**config.mk**
```make
export PLATFORM = sky130hd
export DESIGN_NAME = instr_fetch_unit_flat
export DESIGN_NICKNAME = d
export VERILOG_FILES = /design/src/rtl/instr_fetch_if.sv /design/src/rtl/instr_fetch_unit.sv /design/src/flat_wrapper.sv
export SDC_FILE = /design/constraint.sdc
export NUM_CORES = 1
export LEC_CHECK = 0
export ABC_AREA = 1
export BUFFER_PORTS_ARGS = -buffer_cell sky130_fd_sc_hd__buf_2
export CELL_PAD_IN_SITES_DETAIL_PLACEMENT = 1
export CELL_PAD_IN_SITES_GLOBAL_PLACEMENT = 2
export CORE_ASPECT_RATIO = 0.9
export CORE_MARGIN = 5
export CORE_UTILIZATION = 26
export CTS_BUF_LIST = sky130_fd_sc_hd__clkbuf_8
export DETAILED_ROUTE_END_ITERATION = 6
export GPL_TIMING_DRIVEN = 0
export PLACE_DENSITY = 0.9
export SYNTH_ARGS = -nofsm -noshare
export SYNTH_HDL_FRONTEND = slang
export SYNTH_SLANG_ARGS = --single-unit
```
**constraint.sdc**
```tcl
create_clock -name i_InstrFetch_clk -period 1.7 [get_ports i_InstrFetch_clk]
set_input_delay 0.255 -clock i_InstrFetch_clk [delete_from_list [all_inputs] [get_ports i_InstrFetch_clk]]
set_output_delay 0.255 -clock i_InstrFetch_clk [all_outputs]
set_load 0.02 [all_outputs]
```
**src/rtl/instr_fetch_if.sv**
```systemverilog
// Fetch unit bus bundle: PC input, memory read port, decode handshake, stats.
// master = fetch unit, slave = PC register / memory / decode side.
interface instr_fetch_if #(
  parameter int ADDR_W  = 32,
  parameter int DATA_W  = 32,
  parameter int STALL_W = 16
) ();
  logic [ADDR_W-1:0]  i_InstrFetch_pc;
  logic               i_InstrFetch_pcValid;
  logic               o_InstrFetch_pcReady;
  logic               o_InstrFetch_memReq;
  logic [ADDR_W-1:0]  o_InstrFetch_memAddr;
  logic               i_InstrFetch_memAck;
  logic [DATA_W-1:0]  i_InstrFetch_memData;
  logic               o_InstrFetch_irValid;
  logic               i_InstrFetch_irReady;
  logic [DATA_W-1:0]  o_InstrFetch_ir;
  logic [ADDR_W-1:0]  o_InstrFetch_irPc;
  logic               i_InstrFetch_flush;
  logic               o_InstrFetch_misalign;
  logic [31:0]        o_InstrFetch_fetchCnt;
  logic [STALL_W-1:0] o_InstrFetch_stallCnt;

  modport master (
    input  i_InstrFetch_pc, i_InstrFetch_pcValid,
    input  i_InstrFetch_memAck, i_InstrFetch_memData,
    input  i_InstrFetch_irReady, i_InstrFetch_flush,
    output o_InstrFetch_pcReady, o_InstrFetch_memReq,
    output o_InstrFetch_memAddr, o_InstrFetch_irValid,
    output o_InstrFetch_ir, o_InstrFetch_irPc,
    output o_InstrFetch_misalign, o_InstrFetch_fetchCnt,
    output o_InstrFetch_stallCnt
  );

  modport slave (
    output i_InstrFetch_pc, i_InstrFetch_pcValid,
    output i_InstrFetch_memAck, i_InstrFetch_memData,
    output i_InstrFetch_irReady, i_InstrFetch_flush,
    input  o_InstrFetch_pcReady, o_InstrFetch_memReq,
    input  o_InstrFetch_memAddr, o_InstrFetch_irValid,
    input  o_InstrFetch_ir, o_InstrFetch_irPc,
    input  o_InstrFetch_misalign, o_InstrFetch_fetchCnt,
    input  o_InstrFetch_stallCnt
  );
endinterface

```
**src/rtl/instr_fetch_unit.sv**
```systemverilog
// Instruction fetch: one outstanding req/ack read, decode handshake, flush.
// Optional IFU_MISALIGN_CHECK_EN turns misaligned PCs into a zero instr.
module instr_fetch_unit #(
  parameter int ADDR_W  = 32,
  parameter int DATA_W  = 32,
  parameter int STALL_W = 16
) (
  input  logic          i_InstrFetch_clk,
  input  logic          i_InstrFetch_rstn,
  instr_fetch_if.master bus
);
  typedef enum logic [1:0] {
    IDLE = 2'd0,
    REQ  = 2'd1,
    HOLD = 2'd2
  } state_t;

  state_t             state_q, state_d;
  logic [ADDR_W-1:0]  pc_q, pc_d;
  logic [DATA_W-1:0]  ir_q, ir_d;
  logic [31:0]        fetch_cnt_q, fetch_cnt_d;
  logic [STALL_W-1:0] stall_cnt_q, stall_cnt_d;
  logic               disc_q, disc_d;
  logic               mem_req_q, ir_valid_q;
  logic               pc_ready, accept;

  assign pc_ready = (state_q == IDLE) |
                    ((state_q == HOLD) &
                     bus.i_InstrFetch_irReady &
                     ~bus.i_InstrFetch_flush);
  assign accept = bus.i_InstrFetch_pcValid & pc_ready;

`ifdef IFU_MISALIGN_CHECK_EN
  logic mis_q, mis_d;
  logic mis_pc;
  assign mis_pc = bus.i_InstrFetch_pc[1:0] != 2'b00;
  assign bus.o_InstrFetch_misalign = mis_q;
`else
  assign bus.o_InstrFetch_misalign = 1'b0;
`endif

  always_comb begin
    state_d     = state_q;
    pc_d        = pc_q;
    ir_d        = ir_q;
    disc_d      = disc_q;
    fetch_cnt_d = fetch_cnt_q;
    stall_cnt_d = stall_cnt_q;
    case (state_q)
      IDLE: ;
      REQ: begin
        if (bus.i_InstrFetch_memAck) begin
          disc_d = 1'b0;
          if (disc_q | bus.i_InstrFetch_flush) begin
            state_d = IDLE;
          end else begin
            ir_d    = bus.i_InstrFetch_memData;
            state_d = HOLD;
          end
        end else begin
          // the read cannot be cancelled; remember to drop it
          if (bus.i_InstrFetch_flush) disc_d = 1'b1;
          if (~&stall_cnt_q)
            stall_cnt_d = stall_cnt_q + STALL_W'(1);
        end
      end
      HOLD: begin
        if (bus.i_InstrFetch_flush) begin
          state_d = IDLE;
        end else if (bus.i_InstrFetch_irReady) begin
          fetch_cnt_d = fetch_cnt_q + 32'd1;
          state_d     = IDLE;
        end
      end
      default: state_d = IDLE;
    endcase
    if (accept) begin
      pc_d    = bus.i_InstrFetch_pc;
      state_d = REQ;
    end
`ifdef IFU_MISALIGN_CHECK_EN
    mis_d = mis_q;
    if (accept & mis_pc) begin
      state_d = HOLD;
      ir_d    = '0;
      mis_d   = 1'b1;
    end else if (state_d != HOLD | accept) begin
      mis_d = 1'b0;
    end
`endif
  end

  always_ff @(posedge i_InstrFetch_clk) begin
    if (!i_InstrFetch_rstn) begin
      state_q     <= IDLE;
      pc_q        <= '0;
      ir_q        <= '0;
      disc_q      <= 1'b0;
      fetch_cnt_q <= '0;
      stall_cnt_q <= '0;
      mem_req_q   <= 1'b0;
      ir_valid_q  <= 1'b0;
`ifdef IFU_MISALIGN_CHECK_EN
      mis_q       <= 1'b0;
`endif
    end else begin
      state_q     <= state_d;
      pc_q        <= pc_d;
      ir_q        <= ir_d;
      disc_q      <= disc_d;
      fetch_cnt_q <= fetch_cnt_d;
      stall_cnt_q <= stall_cnt_d;
      mem_req_q   <= (state_d == REQ);
      ir_valid_q  <= (state_d == HOLD);
`ifdef IFU_MISALIGN_CHECK_EN
      mis_q       <= mis_d;
`endif
    end
  end

  assign bus.o_InstrFetch_pcReady  = pc_ready;
  assign bus.o_InstrFetch_memReq   = mem_req_q;
  assign bus.o_InstrFetch_memAddr  = {pc_q[ADDR_W-1:2], 2'b00};
  assign bus.o_InstrFetch_irValid  = ir_valid_q;
  assign bus.o_InstrFetch_ir       = ir_q;
  assign bus.o_InstrFetch_irPc     = pc_q;
  assign bus.o_InstrFetch_fetchCnt = fetch_cnt_q;
  assign bus.o_InstrFetch_stallCnt = stall_cnt_q;
endmodule

```
**src/flat_wrapper.sv**
```systemverilog
// flat-port wrapper written by rule: the top's interface ports become plain ports
module instr_fetch_unit_flat 
#(
  parameter int ADDR_W  = 32,
  parameter int DATA_W  = 32,
  parameter int STALL_W = 16
)
  (i_InstrFetch_clk, i_InstrFetch_rstn, bus_i_InstrFetch_pc, bus_i_InstrFetch_pcValid, bus_i_InstrFetch_memAck, bus_i_InstrFetch_memData, bus_i_InstrFetch_irReady, bus_i_InstrFetch_flush, bus_o_InstrFetch_pcReady, bus_o_InstrFetch_memReq, bus_o_InstrFetch_memAddr, bus_o_InstrFetch_irValid, bus_o_InstrFetch_ir, bus_o_InstrFetch_irPc, bus_o_InstrFetch_misalign, bus_o_InstrFetch_fetchCnt, bus_o_InstrFetch_stallCnt);
  instr_fetch_if #(.ADDR_W(ADDR_W), .DATA_W(DATA_W), .STALL_W(STALL_W)) bus_i ();
  input  logic i_InstrFetch_clk;
  input  logic i_InstrFetch_rstn;
  input wire logic [$bits(bus_i.i_InstrFetch_pc)-1:0] bus_i_InstrFetch_pc;
  input wire logic [$bits(bus_i.i_InstrFetch_pcValid)-1:0] bus_i_InstrFetch_pcValid;
  input wire logic [$bits(bus_i.i_InstrFetch_memAck)-1:0] bus_i_InstrFetch_memAck;
  input wire logic [$bits(bus_i.i_InstrFetch_memData)-1:0] bus_i_InstrFetch_memData;
  input wire logic [$bits(bus_i.i_InstrFetch_irReady)-1:0] bus_i_InstrFetch_irReady;
  input wire logic [$bits(bus_i.i_InstrFetch_flush)-1:0] bus_i_InstrFetch_flush;
  output wire logic [$bits(bus_i.o_InstrFetch_pcReady)-1:0] bus_o_InstrFetch_pcReady;
  output wire logic [$bits(bus_i.o_InstrFetch_memReq)-1:0] bus_o_InstrFetch_memReq;
  output wire logic [$bits(bus_i.o_InstrFetch_memAddr)-1:0] bus_o_InstrFetch_memAddr;
  output wire logic [$bits(bus_i.o_InstrFetch_irValid)-1:0] bus_o_InstrFetch_irValid;
  output wire logic [$bits(bus_i.o_InstrFetch_ir)-1:0] bus_o_InstrFetch_ir;
  output wire logic [$bits(bus_i.o_InstrFetch_irPc)-1:0] bus_o_InstrFetch_irPc;
  output wire logic [$bits(bus_i.o_InstrFetch_misalign)-1:0] bus_o_InstrFetch_misalign;
  output wire logic [$bits(bus_i.o_InstrFetch_fetchCnt)-1:0] bus_o_InstrFetch_fetchCnt;
  output wire logic [$bits(bus_i.o_InstrFetch_stallCnt)-1:0] bus_o_InstrFetch_stallCnt;
  assign bus_i.i_InstrFetch_pc = bus_i_InstrFetch_pc;
  assign bus_i.i_InstrFetch_pcValid = bus_i_InstrFetch_pcValid;
  assign bus_i.i_InstrFetch_memAck = bus_i_InstrFetch_memAck;
  assign bus_i.i_InstrFetch_memData = bus_i_InstrFetch_memData;
  assign bus_i.i_InstrFetch_irReady = bus_i_InstrFetch_irReady;
  assign bus_i.i_InstrFetch_flush = bus_i_InstrFetch_flush;
  assign bus_o_InstrFetch_pcReady = bus_i.o_InstrFetch_pcReady;
  assign bus_o_InstrFetch_memReq = bus_i.o_InstrFetch_memReq;
  assign bus_o_InstrFetch_memAddr = bus_i.o_InstrFetch_memAddr;
  assign bus_o_InstrFetch_irValid = bus_i.o_InstrFetch_irValid;
  assign bus_o_InstrFetch_ir = bus_i.o_InstrFetch_ir;
  assign bus_o_InstrFetch_irPc = bus_i.o_InstrFetch_irPc;
  assign bus_o_InstrFetch_misalign = bus_i.o_InstrFetch_misalign;
  assign bus_o_InstrFetch_fetchCnt = bus_i.o_InstrFetch_fetchCnt;
  assign bus_o_InstrFetch_stallCnt = bus_i.o_InstrFetch_stallCnt;
  instr_fetch_unit #(.ADDR_W(ADDR_W), .DATA_W(DATA_W), .STALL_W(STALL_W)) u_core (.i_InstrFetch_clk(i_InstrFetch_clk), .i_InstrFetch_rstn(i_InstrFetch_rstn), .bus(bus_i));
endmodule
```
==> metrics.md <==
| Metric | Value |
|---|---|
| Result of the run | `complete, no violations` |
| Final count of negative-setup-slack endpoints | `0` |
| Global-route wire length before repair | `29.6 mm` |
| Final antenna diode count | `0` |
| Starting Density | `26.5%` |
| Crit path top cell by count | `nand3_2` |
| Cell types occupying the most area after synthesis | `dfxtp_1 (44%), nor2_1 (15%), nand2_1 (8.3%)` |
| Flip-flop cell with the highest count after synthesis | `dfxtp_1` |
| Min setup slack post-route | `140 ps` |
| Maximum achievable frequency | `641 MHz` |
| Fraction of post-synthesis cell area in the top cell type by area | `44.0%` |
| CP max stage delay | `380 ps` |
| Ratio of total power to cell area | `858 mW/mm2` |
| Cell depth of the worst setup path | `9` |
| Sinks on the clock net | `117` |
| Wire length reported by the detailed router | `18.4 mm` |
| Skew-Pair Late Insertion Delay | `420 ps` |
| Area growth from synthesis to layout | `33.6%` |
| Worst hold-check path type | `in2reg` |
| Unrepaired setup endpoints after global routing | `no` |
| Seq/Total Area, Yosys | `44.0%` |
| Setup skew after layout | `12.8 ps` |
| Worst-Margin Slew | `571 ps` |
| Fin area | `0.00711 mm2` |
| Endpoints failing hold | `0` |
| Worst reg-to-reg path cell count | `9` |
| Library cell occupying the most area in the post-synthesis netlist | `dfxtp_1` |
| Number of enable-type register cells in the synthesized netlist | `0` |
| P_leak | `3.34 nW` |
| Worst slack at placement | `-113 ps` |
| Via count of the first global-routing pass | `5540` |
| Pin count of the biggest net entering global routing | `17` |
| Final weighted congestion of routability-driven global placement | `0.792` |
| Commonest cells after routing, fill and taps aside | `buf_2 (221), nor2_1 (208), nand2_1 (117), dfxtp_1 (113), o21ai_0 (69)` |
| Largest delay share family, worst path | `simple AND/OR/NAND/NOR gates` |
| Number of vias per cell after detailed routing | `4.41` |
| Most common library cell in the layout ignoring fill and taps | `buf_2` |
| Tot Pwr | `0.00610 W` |
| Worst hold path stage count | `3` |
| Number of register bits inferred by synthesis | `117` |
| CTS Root Buffer Type | `clkbuf_8` |
| Share of flip-flops with an asynchronous set or reset | `0%` |
| Antenna violations before repair | `0` |
| Synthesized netlist cell count | `756` |
| Count of distinct cell types in the synthesized netlist | `34` |
| Max Cap Violations | `0` |
| Placed inst area | `0.00672 mm2` |
| Final-report max-slew violation count | `0` |
| Total number of placement rows | `49` |
| Period utilisation layout | `91.8%` |
| Area of the core | `0.0200 mm2` |
| Chip width | `161 um` |
| Worst slack on hold paths | `71.5 ps` |
| Total vias in the final route | `5553` |
| Cell with the largest stage delay on the worst path | `dfxtp_4` |
| Total standard cell area after synthesis | `0.00532 mm2` |
| Buffers on Ports | `214` |
| Clock buffers created by TritonCTS | `17` |
| # hold bufs at CTS | `0` |
| Average instance area after synthesis | `7.04 um2` |
| Max FO, Critical Path | `10` |
| Final critical-path required period | `1560 ps` |
| Drt first pass iters | `4` |
| Highest ir drop seen on vdd | `0.379 mV` |
| CTS clock-pin slew for the worst setup and hold paths | `80 ps` |
| Die boundary height | `146 um` |
| Area of the die | `0.0234 mm2` |
| Number of design rule violations left after detail routing | `0` |
| HPWL after detailed placement | `14.6 mm` |
| Type of destination of the critical path | `flop` |
| Buffer levels on the longest clock path | `2` |
| Crit path launch type | `flop` |
| Critical path start-end classification | `reg2reg` |
| Remaining antenna violation count | `0` |
| Worst rel slew slack | `62.0%` |
| Cell chain of the critical path | `ha_2, nand3_2, inv_2, nand3_2, nand2_2, nand2_4, buf_6, a21oi_1, nor2_1` |
| # IOs | `218` |
| Detail-routed net length per standard cell | `14.6 um` |
| Required arrival time at the worst endpoint | `2020 ps` |
| Violation count after the first detailed-route iteration | `194` |
| Number of nets in the finished design | `1063` |
| Remaining global-route overflow | `0` |
| Final design utilization | `35.5%` |
| Crit path DAT | `1880 ps` |
| Fraction of final layout cells with drive strength greater than 1 | `32.4%` |
| Count of yosys warnings during synthesis | `0` |
| # H-tree levels | `4` |
| GRT Util Overall | `15.5%` |
| TritonCTS clock tree | `done` |
| Fillcell total | `2635` |
| Crit path buffers/inverters | `2` |
==> through the flow <==
stage	instances	setup TNS (ps)
after floorplan	758	0
after global placement	1227	-1470
after detailed placement	1227	-1860
after CTS	1259	0
after global routing	1259	0
final	1259	0
==> report_power, final <==
part	switching [W]	leakage [nW]	internal, W	total (W)
Sequential	0.0000726	0.955	0.00285	0.00292
Clock	0.00116	0.186	0.00114	0.00229
Combinational	0.000544	2.20	0.000347	0.000891
Total	0.00177	3.34	0.00433	0.00610
==> worst paths after layout <==
check / startpoint / to / slack (ps)
setup / recovery: u_core.bus.o_InstrFetch_stallCnt[0] / u_core.bus.o_InstrFetch_stallCnt[5] / 140
hold / removal: bus_i_InstrFetch_pc[31] / u_core.bus.o_InstrFetch_irPc[31] / 70
setup reg to reg: u_core.bus.o_InstrFetch_stallCnt[0] / u_core.bus.o_InstrFetch_stallCnt[5] / 140
hold reg to reg: u_core.bus.o_InstrFetch_ir[17] / u_core.bus.o_InstrFetch_ir[17] / 480
==> logic make-up (layout without fill, tap and decap cells) <==
group,Yosys count,after routing,share of synthesized area [%]
and+or+nand+nor,407,407,33.0
DFF,117,117,44.0
buffers and inverters,113,359,10.8
AOI/OAI and AO/OA,111,111,10.9
xor gates and xnor gates,5,5,0.823
adders and majority gates,2,2,0.470
other,1,3,0.0705
==> worst reg2reg max path, stage by stage (launching register included) <==
cell	delay, ps
dfxtp_4	380
ha_2	210
nand3_2	90
inv_2	100
nand3_2	110
nand2_2	100
nand2_4	80
buf_6	170
a21oi_1	160
nor2_1	60
==> Yosys cell counts (all sizes together) (2+ instances only) <==
cell      n
dfxtp   117
nand2   122
xor2      4
nand4    15
nor2    220
a21oi    28
clkbuf   16
nand3    37
o21bai    3
buf      44
and2      3
nor3      7
o21a      2
inv      53
o21ai    77
ha        2
==> routing by layer <==
metal / wire length (um) / vias to the layer above / global-route usage [%]
met5: 0 / - / 0
met3: 1020 / 15 / 5.10
li1: - / 2849 / -
met1: 8530 / 2553 / 19.6
met2: 8570 / 136 / 25.8
met4: 282 / 0 / 3.75
==> state kept, by name, summed over array words and instances (netlist names) <==
register,count
u_core.bus.o_InstrFetch_fetchCnt,32
u_core.bus.o_InstrFetch_irValid,1
u_core.bus.o_InstrFetch_irPc,32
u_core.bus.o_InstrFetch_ir,32
u_core.state_q,2
u_core.bus.o_InstrFetch_memReq,1
u_core.disc_q,1
u_core.bus.o_InstrFetch_stallCnt,16
==> cell type report <==
cell class / instances / area [um2] / area share, %
multi-input cells: 528 / 2440 / 34.3
flip-flops and latches: 117 / 2350 / 33.0
repair buffers: 214 / 1070 / 15.1
plain buffers: 60 / 383 / 5.38
well taps: 255 / 319 / 4.49
clock buffers: 21 / 289 / 4.06
inverters: 53 / 199 / 2.80
clock inverters: 11 / 60.1 / 0.845
==> what timing repair did <==
action	4_1_cts	5_1_grt
endpoints found under the hold margin	0	0
endpoints found under the setup margin	15	54
resized for setup	4	16
buffers inserted	0	0
pin swaps	0	1
Note: power is estimated with default switching activity, not from simulation.
